==> config.mk <==
export PLATFORM = sky130hd
export DESIGN_NAME = wb_arbiter2
export DESIGN_NICKNAME = d
export VERILOG_FILES = /design/src/rtl/wb_arbiter2.sv
export SDC_FILE = /design/constraint.sdc
export NUM_CORES = 1
export LEC_CHECK = 0
export BUFFER_PORTS_ARGS = -buffer_cell sky130_fd_sc_hd__buf_2
export CORE_AREA = 3 3 100 102
export CTS_CLUSTER_DIAMETER = 120
export DETAILED_ROUTE_END_ITERATION = 6
export DIE_AREA = 0 0 103 105
export PLACE_DENSITY = 0.67
export SYNTH_ARGS = -nofsm -noshare
export SYNTH_HDL_FRONTEND = slang
export SYNTH_SLANG_ARGS = --single-unit
export TNS_END_PERCENT = 50
==> constraint.sdc <==
create_clock -name clk -period 1.7 [get_ports clk]
set_input_delay 0.34 -clock clk [delete_from_list [all_inputs] [get_ports clk]]
set_output_delay 0.34 -clock clk [all_outputs]
set_load 0.05 [all_outputs]
==> src/rtl/wb_arbiter2.sv <==
// Two-master Wishbone classic arbiter sharing one slave port.
// Master 0 is the host bridge, master 1 the internal engine. Ownership is
// granted one cycle after a request, held for the whole CYC, and alternates
// round-robin under contention. One dead IDLE cycle always separates owners.
// Optional watchdog: define WB_ARB_TIMEOUT_EN to raise a one-cycle ERR to the
// owner when the slave stalls a strobe for TIMEOUT_CYCLES cycles.
module wb_arbiter2 #(
    parameter logic [7:0] TIMEOUT_CYCLES = 8'd255
) (
    input  logic        clk,
    input  logic        rst,
    // master 0 (host bridge)
    input  logic        m0_CYC,
    input  logic        m0_STB,
    input  logic        m0_WE,
    input  logic [13:0] m0_ADR,
    input  logic [31:0] m0_DAT_MOSI,
    input  logic [3:0]  m0_SEL,
    output logic        m0_ACK,
    output logic        m0_ERR,
    output logic [31:0] m0_DAT_MISO,
    // master 1 (internal engine)
    input  logic        m1_CYC,
    input  logic        m1_STB,
    input  logic        m1_WE,
    input  logic [13:0] m1_ADR,
    input  logic [31:0] m1_DAT_MOSI,
    input  logic [3:0]  m1_SEL,
    output logic        m1_ACK,
    output logic        m1_ERR,
    output logic [31:0] m1_DAT_MISO,
    // shared slave
    output logic        s_CYC,
    output logic        s_STB,
    output logic        s_WE,
    output logic [13:0] s_ADR,
    output logic [31:0] s_DAT_MOSI,
    output logic [3:0]  s_SEL,
    input  logic        s_ACK,
    input  logic [31:0] s_DAT_MISO,
    // registered one-hot grant status
    output logic [1:0]  grant
);

    typedef enum logic [1:0] {
        IDLE  = 2'd0,
        OWN0  = 2'd1,
        OWN1  = 2'd2,
        ABORT = 2'd3
    } state_t;

    state_t      r_state;
    state_t      w_next_state;
    logic [1:0]  r_grant;
    logic [1:0]  w_next_grant;
    logic        r_last_owner;       // 0: master 0 was granted last, 1: master 1
    logic        w_next_last_owner;

    logic        w_req0;
    logic        w_req1;
    logic        w_owner_stb;        // strobe of the current owner, 0 when not owning
    logic        w_owner_cyc;        // CYC of the recorded owner (used in ABORT)
    logic        w_timeout;          // watchdog expiry this cycle, ACK takes priority

    assign w_req0 = m0_CYC & m0_STB;
    assign w_req1 = m1_CYC & m1_STB;

    assign w_owner_stb = (r_state == OWN0) ? m0_STB :
                         (r_state == OWN1) ? m1_STB : 1'b0;
    assign w_owner_cyc = r_grant[1] ? m1_CYC : m0_CYC;

`ifdef WB_ARB_TIMEOUT_EN
    logic [7:0] r_count;
    logic [7:0] w_next_count;

    assign w_timeout = (r_count == TIMEOUT_CYCLES) && w_owner_stb && !s_ACK;

    // Stall counter: counts owner strobe cycles without ACK, clears otherwise.
    always_comb begin
        w_next_count = 8'd0;
        if ((r_state == OWN0 || r_state == OWN1) && (w_next_state == r_state) &&
            w_owner_stb && !s_ACK) begin
            w_next_count = r_count + 8'd1;
        end
    end

    // Stall counter register.
    always_ff @(posedge clk) begin
        if (rst) begin
            r_count <= 8'd0;
        end else begin
            r_count <= w_next_count;
        end
    end
`else
    // Watchdog absent: the parameter has no effect and ABORT is never entered.
    logic [7:0] w_unused_timeout;
    assign w_unused_timeout = TIMEOUT_CYCLES;
    assign w_timeout        = 1'b0;
`endif

    // Next-state, grant and round-robin pointer.
    always_comb begin
        // NOTE: every variable gets a default before the case so no path can
        // leave it unassigned; otherwise synthesis infers a latch.
        w_next_state      = r_state;
        w_next_grant      = r_grant;
        w_next_last_owner = r_last_owner;
        case (r_state)
            IDLE: begin
                if (w_req0 && (!w_req1 || r_last_owner)) begin
                    w_next_state      = OWN0;
                    w_next_grant      = 2'b01;
                    w_next_last_owner = 1'b0;
                end else if (w_req1) begin
                    w_next_state      = OWN1;
                    w_next_grant      = 2'b10;
                    w_next_last_owner = 1'b1;
                end
            end
            OWN0: begin
                if (!m0_CYC) begin
                    w_next_state = IDLE;
                    w_next_grant = 2'b00;
                end else if (w_timeout) begin
                    w_next_state = ABORT;
                end
            end
            OWN1: begin
                if (!m1_CYC) begin
                    w_next_state = IDLE;
                    w_next_grant = 2'b00;
                end else if (w_timeout) begin
                    w_next_state = ABORT;
                end
            end
            ABORT: begin
                // Grant keeps naming the aborted owner until it releases CYC.
                if (!w_owner_cyc) begin
                    w_next_state = IDLE;
                    w_next_grant = 2'b00;
                end
            end
            default: begin
                w_next_state = IDLE;
                w_next_grant = 2'b00;
            end
        endcase
    end

    // State, grant and round-robin registers.
    always_ff @(posedge clk) begin
        // NOTE: non-blocking assignments here so every register samples the
        // pre-edge values; blocking ones would create ordering races.
        if (rst) begin
            r_state      <= IDLE;
            r_grant      <= 2'b00;
            r_last_owner <= 1'b1;
        end else begin
            r_state      <= w_next_state;
            r_grant      <= w_next_grant;
            r_last_owner <= w_next_last_owner;
        end
    end

    // Request/response steering: owner is wired through, everything else is 0.
    always_comb begin
        s_CYC       = 1'b0;
        s_STB       = 1'b0;
        s_WE        = 1'b0;
        s_ADR       = 14'd0;
        s_DAT_MOSI  = 32'd0;
        s_SEL       = 4'd0;
        m0_ACK      = 1'b0;
        m0_ERR      = 1'b0;
        m0_DAT_MISO = 32'd0;
        m1_ACK      = 1'b0;
        m1_ERR      = 1'b0;
        m1_DAT_MISO = 32'd0;
        case (r_state)
            OWN0: begin
                s_CYC       = m0_CYC;
                s_STB       = m0_STB;
                s_WE        = m0_WE;
                s_ADR       = m0_ADR;
                s_DAT_MOSI  = m0_DAT_MOSI;
                s_SEL       = m0_SEL;
                m0_ACK      = s_ACK;
                m0_ERR      = w_timeout;
                m0_DAT_MISO = s_DAT_MISO;
            end
            OWN1: begin
                s_CYC       = m1_CYC;
                s_STB       = m1_STB;
                s_WE        = m1_WE;
                s_ADR       = m1_ADR;
                s_DAT_MOSI  = m1_DAT_MOSI;
                s_SEL       = m1_SEL;
                m1_ACK      = s_ACK;
                m1_ERR      = w_timeout;
                m1_DAT_MISO = s_DAT_MISO;
            end
            default: begin
                // IDLE and ABORT: slave port quiet, stray ACKs dropped.
            end
        endcase
    end

    assign grant = r_grant;

endmodule

# ---- Word level (Yosys, flattened, before mapping)
# Index checks and enable logic that the tools add are counted.
dict set report totals {
  reg_bits 3
  latchBits 0
  ram_bits 0
  rom_bits 0
  out_inout_bits 123
  word_cells 37
  memories 0
}
dict set report classes {
  add_sub_neg 0
  mul 0
  div 0
  order_cmp 0
  eq_ne 7
  n_shift 0
  n_mux 19
  n_bitwise 2
  reduce_logical 7
}
# op count
set ops {}
lappend ops {{two-way mux 32 bit} 2}
lappend ops {{one-hot mux 32 bit (2 select lines)} 1}
lappend ops {{one-hot mux 14 bit (2 select lines)} 1}
lappend ops {{two-way mux 2 bit} 5}
lappend ops {{one-hot mux 2 bit (4 select lines)} 1}
lappend ops {{one-hot mux 4 bit (2 select lines)} 1}
lappend ops {{inequality test 2 bit, second input constant} 3}
lappend ops {{one-hot mux 1 bit (2 select lines)} 3}
lappend ops {{two-way mux 1 bit} 5}
lappend ops {{== test 2 bit, second input constant} 2}
lappend ops {{AND reduction 4 bit} 1}
lappend ops {{inequality test 3 bit, second input constant} 1}
lappend ops {{bitwise AND 1 bit} 2}
lappend ops {{== test 2 x 1 -> 1 bit, second input constant} 1}
lappend ops {{zero test 2 bit} 1}
lappend ops {{AND reduction 2 bit} 1}
lappend ops {{nonzero test 2 bit} 1}
lappend ops {{logical AND 1 bit} 1}
lappend ops {{zero test 1 bit} 1}
lappend ops {{logical OR 1 bit} 1}

# ---- Logic depth before layout (Yosys ltp)
# Gate-level depths: netlist of the first run.
dict set report logic_depth {
  depth_word 6
  mapped_depth 7
  ltp_nobuf 5
}

# ---- Worst setup path after synthesis of the first run
# Ideal clock, no wire load.
dict set report synth_timing {
  path_type {flip-flop to output port}
  start {register, netlist name grant[1]}
  end {output port s_DAT_MOSI[13]}
  t_arrival_ns 2.268
  slack_ns -0.908
  stages_incl_launch_ff 7
  path_buffers 3
  cell_sequence {dfxtp_1 -> ha_1 -> clkbuf_1 -> buf_2 -> buf_2 -> a22oi_1 -> nor2b_1}
}
# item line_no
set synth_rtl {}
lappend synth_rtl {{end, declared} 37} ;# output logic [31:0] s_DAT_MOSI,

==> results of run 1 <==
worst max-delay path, delay by kind of cell (launching register included):
kind	cells	cell delay (ns)
DFF	1	0.37
buffers and inverters	3	0.34
AOI/OAI and AO/OA	1	0.22
adders and majority gates	1	0.21
and+or+nand+nor	1	0.15
registers in the layout, indices dropped and copies added, names as in the netlist:
register,cells
grant,2
r_last_owner,1
through the flow:
stage / power (mW) / TNS [ns]
after global routing: 2.485 / -15.60
after floorplan: 1.356 / -2.056
final: 2.375 / -9.851
after detailed placement: 1.794 / -0.07967
after global placement: 1.774 / -0.003389
after CTS: 2.250 / -10.44
logic make-up (layout without fill, tap and decap cells):
kind of cell	Yosys count	after routing	synth area share, %
simple gates	126	126	51.83
compound gates	62	62	31.15
buf+inv	30	285	8.472
fa+ha+maj	4	4	3.322
flops	3	3	3.987
other cells	1	2	0.2489
mux	1	1	0.9964
path summary, 6_finish.rpt:
kind,from,to,slack [ns],cells after the start
hold reg to reg,r_last_owner$_SDFFE_PP1P_,r_last_owner$_SDFFE_PP1P_,0.50,2
setup / recovery,grant[1]$_SDFFE_PP0P_,s_CYC,-0.15,6
setup reg to reg,grant[1]$_SDFFE_PP0P_,grant[1]$_SDFFE_PP0P_,0.08,7
hold / removal,rst,grant[0]$_SDFFE_PP0P_,0.37,2
repair_timing:
| item | CTS | global route |
|---|---|---|
| resized for setup | 254 | 52 |
| gates cloned | 0 | 4 |
| buffers inserted | 0 | 1 |
| pin swaps | 16 | 17 |
| endpoints found under the setup margin | 119 | 120 |
cells in the mapped netlist:
| cell type | n |
|---|---|
| inv_1 | 3 |
| a22o_1 | 1 |
| and2_1 | 67 |
| dfxtp_1 | 3 |
| o21ai_0 | 1 |
| nand2_1 | 3 |
| ha_1 | 4 |
| and3b_2 | 1 |
| buf_2 | 6 |
| o32ai_1 | 1 |
| a31oi_1 | 1 |
| nand3_1 | 1 |
| a211o_1 | 1 |
| buf_4 | 2 |
| a221oi_1 | 1 |
| a211o_2 | 1 |
| conb_1 | 1 |
| nor2b_1 | 53 |
| o211ai_1 | 1 |
| a22oi_1 | 54 |
| clkbuf_1 | 19 |
| nor2_1 | 1 |
| mux2_4 | 1 |
power by group through the flow:
stage                     Sequential (mW)  Combinational (mW)  Clock (mW)
after detailed placement           0.0883                1.71           0
after CTS                          0.0873                1.95       0.217
after global placement             0.0874                1.69           0
after global routing               0.0885                2.17       0.225
final                              0.0870                2.08       0.210
after floorplan                     0.105                1.25           0
layout make-up:
class / instances / area [um2]
Inverter: 3 / 16.27
Tap cell: 111 / 138.9
Sequential cell: 3 / 67.56
Clock buffer: 4 / 45.04
Multi-Input combinational cell: 195 / 2147
Timing Repair Buffer: 278 / 2536
Fill cell: 778 / 4245
layer usage:
layer | vias up | routed length, um
met5 | - | 0
met4 | 0 | 331
met3 | 28 | 1079
met2 | 187 | 5921
met1 | 1350 | 3694
li1 | 1290 | -
==> summary.txt, run 1 <==
Run status
  – Outcome: finished, violations left
  – Failing checks: negative setup slack

GRT
  – Largest net degree at the start of global routing: 52
  – GR Util All Layers: between 10% and 20%
  – GR Overflow Total: 0
  – Vias in the first global route: 2,989
  – Most used routing layer: met2
  – Initial antenna violation count: 0
  – First-pass GRT wire length: approximately 15,000 um
  – Met1 Track Usage GR: between 10% and 20%
  – Met2 Use GR: 33.96%
  – Met3 Track Usage GR: 4.539%

Run
  – Max Cap Viol: 0

Drt
  – Final WL: 11,030 um
  – TritonRoute pass-1 iters: 4
  – Initial DRC Count: between 80 and 90
  – Wire per inst: between 15 and 20 um
  – Vias/cell: between 4 and 5
  – Via count: 2,855
  – DRC viols: 0
  – Detail Route Antenna Nets: 0

Critical path
  – Req. time, crit path: about 1.4 ns
  – Crit. End Element: output port
  – Crit-path max cell delay: ~0.37 ns
  – Critical-path cell list: inv_4 -> ha_4 -> buf_4 -> a22o_1 -> and2_4 -> buf_8
  – Worst EP arrival: approximately 1.5 ns
  – Max FO, Critical Path: 5
  – Setup crit start kind: register
  – CP max-delay cell: dfxtp_4
  – Worst Setup Path Type: register to output port

Worst hold path
  – HP Class: input port to register

Final layout
  – Most frequent cells in the layout: buf_2 (142), buf_6 (71), a22oi_2 (53)
  – Nets: approximately 630
  – Commonest non-fill, non-tap cell in the layout: buf_2
  – Finished Layout Cells: 594
  – Fin area: just under 5000 um2
  – Area grow syn2layout: 228.7%
  – Ant. Diodes: 0
  – Finished Core Util: ~54%
  – Share of layout cells above drive strength 1: 96.07%

Timing
  – Min Tclk post-route: 1.848 ns
  – Final max-slew violation count: 0
  – Final setup margin: -0.1484 ns
  – Final setup fails: between 100 and 150
  – RSZ-0062 raised after global routing: yes
  – Skew final: a little under 0.004 ns
  – Final hold vios: 0
  – Final worst-path cycle share: 108.7%
  – Max Clk Rate: roughly 540 MHz
  – Hold_ws: approximately 0.37 ns

CTS
  – # H-tree levels: 1
  – CTS max path bufs: 2
  – Reg clk slew, reported paths: 0.03 ns
  – Worst-Skew Late Latency: between 0.2 and 0.25 ns
  – TritonCTS clock tree: done
  – Clock root cell: clkbuf_8
  – Clk sinks: 3
  – Post-CTS Hold Fix Bufs: 0
  – Total CTS buffers: 3

Placement
  – Routability cong.: 0.8100
  – Dpl cells: 585
  – Port bufs: 261
  – Pre-CTS setup slack: -0.03146 ns
  – Post-DP HPWL: about 7300 um
  – DP Area: around 3800 um2

Synth
  – Avg Synthesized Cell Area: approximately 6.6 um2
  – Synthesis Warnings: 0
  – Yosys top cell by area: and2_1
  – Synth top area share: around 28%
  – Synth Instances: 227
  – Netlist cell types: 23
  – Synth top area cells: and2_1 (28%), a22oi_1 (27%), nor2b_1 (22%)
  – Post-synthesis sequential area ratio: ~4%
  – Post-Syn Area: about 1500 um2
  – #FFs+latches synth: 3

Floorplan
  – Row count: 35
  – DIE WIDTH: 103 um
  – Chip Height: between 100 and 150 um
  – Ports: approximately 260
  – Core box area: 9196 um2
  – Starting Density: 16.38%
  – Die Area: between 10,000 and 15,000 um2

Power and ir drop
  – Switching share of total power: between 40% and 50%
  – Seq pwr share: approximately 3.7%
  – P_int: 1.201 mW
  – P_leak: about 2.1 nW
  – Switch Pwr: 1.174 mW
  – Logic pwr share: a little under 90%
  – Peak VDD IR: around 0.00025 V
  – Pwr/cell area: 479.7 nW/um2
  – Power share of the clock group: about 8.8%
Power figures use the tool's default switching activity.
==> run 2: changes to the inputs <==
--- a/config.mk
+++ b/config.mk
@@ -5,12 +5,14 @@
 export SDC_FILE = /design/constraint.sdc
 export NUM_CORES = 1
 export LEC_CHECK = 0
+export ABC_CLOCK_PERIOD_IN_PS = 1700
 export BUFFER_PORTS_ARGS = -buffer_cell sky130_fd_sc_hd__buf_2
 export CORE_AREA = 3 3 100 102
 export CTS_CLUSTER_DIAMETER = 120
 export DETAILED_ROUTE_END_ITERATION = 6
 export DIE_AREA = 0 0 103 105
 export PLACE_DENSITY = 0.67
+export REMOVE_ABC_BUFFERS = 1
 export SYNTH_ARGS = -nofsm -noshare
 export SYNTH_HDL_FRONTEND = slang
 export SYNTH_SLANG_ARGS = --single-unit
==> summary.txt, run 2 (synthesis results as in run 1) <==
Drt
  – Via count: between 3k and 4k
  – Detail Route Antenna Nets: 0
  – TritonRoute pass-1 iters: 4
  – DRC viols: 0
  – Vias/cell: roughly 4.8
  – Wire per inst: around 20 um
  – Final WL: ~13,000 um
  – Initial DRC Count: approximately 80

Placement
  – Post-DP HPWL: 7501 um
  – Port bufs: approximately 260
  – DP Area: 3177 um2
  – Routability cong.: 0.8981

Critical path
  – CP Capture Point: s_DAT_MOSI[6]
  – Setup slack, reg-to-reg: roughly 0.08 ns
  – CP startpoint: grant[0]$_SDFFE_PP0P_
  – Crit. End Element: output port
  – Max FO, Critical Path: 12
  – Req. time, crit path: ~1.4 ns
  – Worst Setup Path Type: register to output port
  – Worst r2r src: grant[0]$_SDFFE_PP0P_
  – Worst EP arrival: 1.60 ns
  – Setup crit start kind: register
  – Worst-case reg-to-reg path depth: 7
  – Reg2reg end: grant[1]$_SDFFE_PP0P_

CTS
  – Reg clk slew, reported paths: approximately 0.040 ns
  – # H-tree levels: 1
  – TritonCTS clock tree: done
  – Total CTS buffers: 3
  – CTS max path bufs: 2
  – Post-CTS Hold Fix Bufs: 0
  – Worst-Skew Late Latency: 0.22 ns
  – Clk sinks: 3
  – Clock root cell: clkbuf_8

Final layout
  – Commonest non-fill, non-tap cell in the layout: buf_2
  – FF/Latch Area: approximately 68 um2
  – Most frequent cells in the layout: buf_2 (142), buf_6 (83), and2_4 (58)
  – FILL cells: about 760
  – Share of layout cells above drive strength 1: between 90 and 100%
  – Finished Core Util: roughly 57%
  – Area grow syn2layout: 249.0%
  – Largest register FFs: 2
  – Fin area: 5258 um2
  – Multi-input combinational cell area: 2026 um2
  – Nets: between 600 and 700

Run
  – Max Cap Viol: 0

GRT
  – Vias in the first global route: 3,063
  – GR Overflow Total: 0
  – GR Util All Layers: roughly 19%
  – Largest net degree at the start of global routing: 34
  – First-pass GRT wire length: about 16,000 um
  – Initial antenna violation count: 1

Floorplan
  – Ports: roughly 260
  – Chip Height: between 100 and 150 um
  – DIE WIDTH: slightly above 100 um
  – Row count: 35
  – Die Area: 10,820 um2
  – Core box area: 9196 um2
  – Starting Density: between 10% and 20%

Worst hold path
  – Hold Path Origin: rst
  – HP Class: input port to register

Run status
  – Failing checks: negative setup slack
  – Outcome: finished, violations left

Power and ir drop
  – P_leak: 2.345 nW
  – Pwr/cell area: about 500 nW/um2
  – Peak VDD IR: about 0.00052 V

Timing
  – Final setup margin: -0.2375 ns
  – Final hold vios: 0
  – Final setup fails: about 120
  – Final worst-path cycle share: 114.0%
  – Max Clk Rate: roughly 520 MHz
  – Skew final: 0.004901 ns
  – Final max-slew violation count: 0
  – RSZ-0062 raised after global routing: yes
  – Min Tclk post-route: 1.937 ns
run 2: changes by cell type in the layout (fill, tap and decap cells not counted), sizes merged:
cell | previous run | this run
buf | 275 | 313
bufbuf | 0 | 1
clkbuf | 7 | 8
diode | 0 | 1
run 2: worst min-delay path by stage:
stage	to	slack, ns	cells past startpoint
2_1_floorplan	grant[0]$_SDFFE_PP0P_	0.46	1
3_3_place_gp	r_last_owner$_SDFFE_PP1P_	0.50	2
3_5_place_dp	r_last_owner$_SDFFE_PP1P_	0.51	2
4_1_cts	grant[0]$_SDFFE_PP0P_	0.34	2
5_1_grt	grant[0]$_SDFFE_PP0P_	0.36	2
6_report	grant[0]$_SDFFE_PP0P_	0.35	2
run 2: repair_timing:
| action | 4_1_cts | 5_1_grt |
|---|---|---|
| endpoints found under the setup margin | 119 | 119 |
| resized for setup | 332 | 175 |
| cloned | 4 | 4 |
| buffers inserted | 5 | 18 |
| pin swaps | 3 | 31 |
run 2: where the power goes:
part	leakage [nW]	switching [mW]	internal, mW
logic	2.30	1.17	1.12
clock network	0.0228	0.0546	0.161
registers	0.0261	0.0105	0.0781
run 2: per-layer routing:
layer / vias up / wire length, um / global-route usage (%)
li1: 1375 / - / -
met1: 1462 / 4559 / 20.27
met2: 152 / 7258 / 36.16
met3: 32 / 764 / 2.403
met4: 0 / 340 / 4.995
met5: - / 0 / 0
run 2: layout make-up:
| type | count | area share (%) |
|---|---|---|
| multi-input combinational | 195 | 38.53 |
| sequential | 3 | 1.285 |
| inverter | 3 | 0.3570 |
| clock buffer | 4 | 0.8567 |
| tap | 111 | 2.642 |
| antenna | 1 | 0.04760 |
| timing repair buffer | 318 | 56.28 |
run 2: through the flow:
stage	power, mW	TNS (ns)	setup slack (ns)	hold WS [ns]	instances
2_1_floorplan	0.9443	-183.35	-1.774	0.4572	201
3_3_place_gp	1.474	-1.966	-0.1222	0.5021	603
3_5_place_dp	1.489	-3.838	-0.1217	0.5101	603
4_1_cts	2.275	-11.24	-0.2164	0.3416	616
5_1_grt	2.710	-21.47	-0.2789	0.3585	635
6_report	2.600	-15.90	-0.2375	0.3474	635
run 2: critical path: stages (launching register included):
cell     delay [ns]
dfxtp_4        0.38
inv_4          0.05
ha_4           0.18
buf_12         0.16
buf_4          0.16
a22oi_2        0.21
nor2b_4        0.07
buf_6          0.15
==> run 3: changes to the inputs <==
--- a/config.mk
+++ b/config.mk
@@ -5,13 +5,14 @@
 export SDC_FILE = /design/constraint.sdc
 export NUM_CORES = 1
 export LEC_CHECK = 0
+export ABC_AREA = 1
 export ABC_CLOCK_PERIOD_IN_PS = 1700
 export BUFFER_PORTS_ARGS = -buffer_cell sky130_fd_sc_hd__buf_2
-export CORE_AREA = 3 3 100 102
+export CORE_AREA = 3 3 103 105
 export CTS_CLUSTER_DIAMETER = 120
 export DETAILED_ROUTE_END_ITERATION = 6
-export DIE_AREA = 0 0 103 105
-export PLACE_DENSITY = 0.67
+export DIE_AREA = 0 0 106 108
+export PLACE_DENSITY = 0.53
 export REMOVE_ABC_BUFFERS = 1
 export SYNTH_ARGS = -nofsm -noshare
 export SYNTH_HDL_FRONTEND = slang
==> summary.txt, run 3 <==
Drt
  – Vias/cell: about 4.2
  – DRC viols: 0
  – Via count: 3,221
  – Initial DRC Count: between 90 and 100
  – Detail Route Antenna Nets: 0
  – Wire per inst: roughly 15 um
  – Final WL: around 12,000 um
  – TritonRoute pass-1 iters: 4

Synth
  – Top post-synthesis cells by count: nand2_1 (174), inv_1 (71), a21oi_1 (47), buf_2 (13), nand2_2 (11)
  – Yosys top cell by area: nand2_1
  – Primary FF master, synth: dfxtp_1
  – #FFs+latches synth: 3
  – Ys async rst share: 0%
  – Multiplexer share of the synthesized area: 0%
  – Synthesis Warnings: 0
  – Avg Synthesized Cell Area: approximately 4.7 um2
  – Synth top area cells: nand2_1 (40%), inv_1 (16%), a21oi_1 (14%)
  – Netlist cell types: 21
  – Most frequent cell after synthesis: nand2_1
  – Post-Syn Area: approximately 1700 um2
  – Simple-gate share of the synthesized area: between 40 and 50%
  – Complex-gate fraction of the synthesized area: about a fifth
  – Number of flops mapped to enable cells by yosys: 0
  – Synth Instances: around 360
  – Largest family of logic cells by synthesized area: simple AND/OR/NAND/NOR gates
  – Synth top area share: between 30 and 40%
  – Post-synthesis sequential area ratio: approximately 3.6%
  – Area share of fa/ha/maj cells after synthesis: between 3 and 4%
  – Post-Synth XOR/XNOR Area: 0%

CTS
  – Clk sinks: 3
  – CTS max path bufs: 2
  – TritonCTS clock tree: done
  – Clock root cell: clkbuf_8
  – Total CTS buffers: 3
  – # H-tree levels: 1
  – Post-CTS Hold Fix Bufs: 0
  – Reg clk slew, reported paths: 0.03 ns
  – Worst-Skew Late Latency: 0.22 ns

GRT
  – GR Util All Layers: roughly 18%
  – GR Overflow Total: 0
  – Met3 Track Usage GR: 2.507%
  – Largest net degree at the start of global routing: 24
  – Met1 Track Usage GR: 20.28%
  – Most used routing layer: met2
  – Vias in the first global route: 3,160
  – Initial antenna violation count: 0
  – Met2 Use GR: 34.74%
  – First-pass GRT wire length: about 16,000 um

Timing
  – Final max-slew violation count: 0
  – Final setup fails: between 100 and 150
  – Skew final: approximately 0.0014 ns
  – Final setup margin: -0.2065 ns
  – Final hold vios: 0
  – Min Tclk post-route: between 1.5 and 2 ns
  – Max Clk Rate: between 500 and 600 MHz
  – RSZ-0062 raised after global routing: yes
  – Final worst-path cycle share: 112.1%
  – Hold_ws: around 0.30 ns

Final layout
  – Area grow syn2layout: 177.1%
  – Largest register FFs: 2
  – Share of layout cells above drive strength 1: 62.30%
  – Finished Core Util: between 40% and 50%
  – Commonest non-fill, non-tap cell in the layout: nand2_1
  – Ant. Diodes: 0
  – Most frequent cells in the layout: nand2_1 (163), buf_2 (142), buf_6 (102)
  – Fin area: around 4600 um2
  – Nets: just under 800

Placement
  – Post-DP HPWL: 7415 um
  – DP Area: roughly 3100 um2
  – Pre-CTS setup slack: -0.1201 ns
  – Port bufs: 261
  – Routability cong.: 0.8337

Power and ir drop
  – Overall power: ~3.5 mW
  – Pwr/cell area: between 700 and 800 nW/um2
  – Peak VDD IR: 0.0003447 V
  – Switch Pwr: 1.968 mW
  – Power share of the clock group: just over 6%
  – Switching share of total power: 56.68%
  – Logic pwr share: about 91%
  – P_leak: 2.573 nW
  – Seq pwr share: under 10%
  – P_int: between 1.5 and 2 mW

Critical path
  – Max FO, Critical Path: 11
  – Crit. End Element: output port
  – Setup crit start kind: register
  – Crit-path max cell delay: about 0.34 ns
  – CP max-delay cell: dfxtp_2
  – CP delay by family, top: buffers and inverters
  – Worst Setup Path Type: register to output port
  – Req. time, crit path: roughly 1.4 ns
  – Worst EP arrival: 1.57 ns
  – Critical-path cell list: buf_6 -> ha_4 -> buf_12 -> bufbuf_16 -> nand2_1 -> inv_1 -> buf_6
  – Crit-path most repeated cell: buf_6
  – CP Buf/Inv Count: 5

Floorplan
  – Row count: 36
  – Die Area: between 10,000 and 15,000 um2
  – Starting Density: 16.99%
  – Core box area: about 9700 um2
  – DIE WIDTH: between 100 and 150 um
  – Ports: around 260
  – Chip Height: between 100 and 150 um

Run status
  – Failing checks: negative setup slack
  – Outcome: finished, violations left

Worst hold path
  – HP Class: input port to register

Run
  – Max Cap Viol: 0
-- run 3: changes by cell type after synthesis, moves of 8 or more --
cell	before	now
inv_1	3	71
a22oi_1	54	0
nand2_1	3	174
a21oi_1	0	47
nor2b_1	53	0
and2_1	67	0
a21oi_2	0	8
nand2_2	0	11
clkbuf_1	19	4
-- run 3: cells by family after synthesis --
kind of cell,after synthesis
AO/OA/AOI/OAI,58
adder cells (fa/ha/maj),4
buffers and inverters,100
flip-flops,3
other,1
AND/OR/NAND/NOR,189
-- run 3: final timing paths --
kind	start	endpoint	slack, ns	cells past startpoint
max	grant[1]$_SDFFE_PP0P_	m1_DAT_MISO[24]	-0.21	7
min	rst	grant[0]$_SDFFE_PP0P_	0.30	2
max reg2reg	grant[1]$_SDFFE_PP0P_	grant[0]$_SDFFE_PP0P_	0.20	10
min reg2reg	r_last_owner$_SDFFE_PP1P_	r_last_owner$_SDFFE_PP1P_	0.56	4
-- run 3: area by class of cell --
cell class                 count  area (um2)
multi-input combinational    253        1376
clock buffer                   4       45.04
tap                          133       166.4
sequential                     3       62.56
fill                         958        5150
inverter                      73       279.0
timing repair buffer         293        2650
-- run 3: through the flow --
step                instances  setup TNS, ns
CTS                       754         -14.81
detailed placement        736         -2.179
floorplan                 329        -206.65
global route              759         -18.47
finish                    759         -12.16
global placement          736        -0.8555
-- run 3: what timing repair did --
item                                   CTS  global route
gates resized for setup                215           108
endpoints found under the hold margin    0             0
cloned                                   8             3
pin swaps                                5            11
setup buffers                            6             3
setup endpoints to repair              119           119
-- run 3: layer usage --
metal / vias to the layer above / wire length (um)
met5: - / 0
met4: 0 / 181
met3: 14 / 735
met2: 165 / 6233
met1: 1467 / 4359
li1: 1575 / -
-- run 3: power by group through the flow --
stage	Sequential, mW	Clock [mW]	Combinational [mW]
after floorplan	0.118	0	1.41
after global placement	0.0890	0	2.14
after detailed placement	0.0892	0	2.16
after CTS	0.0888	0.212	2.87
after global routing	0.0912	0.224	3.33
final	0.0900	0.212	3.17
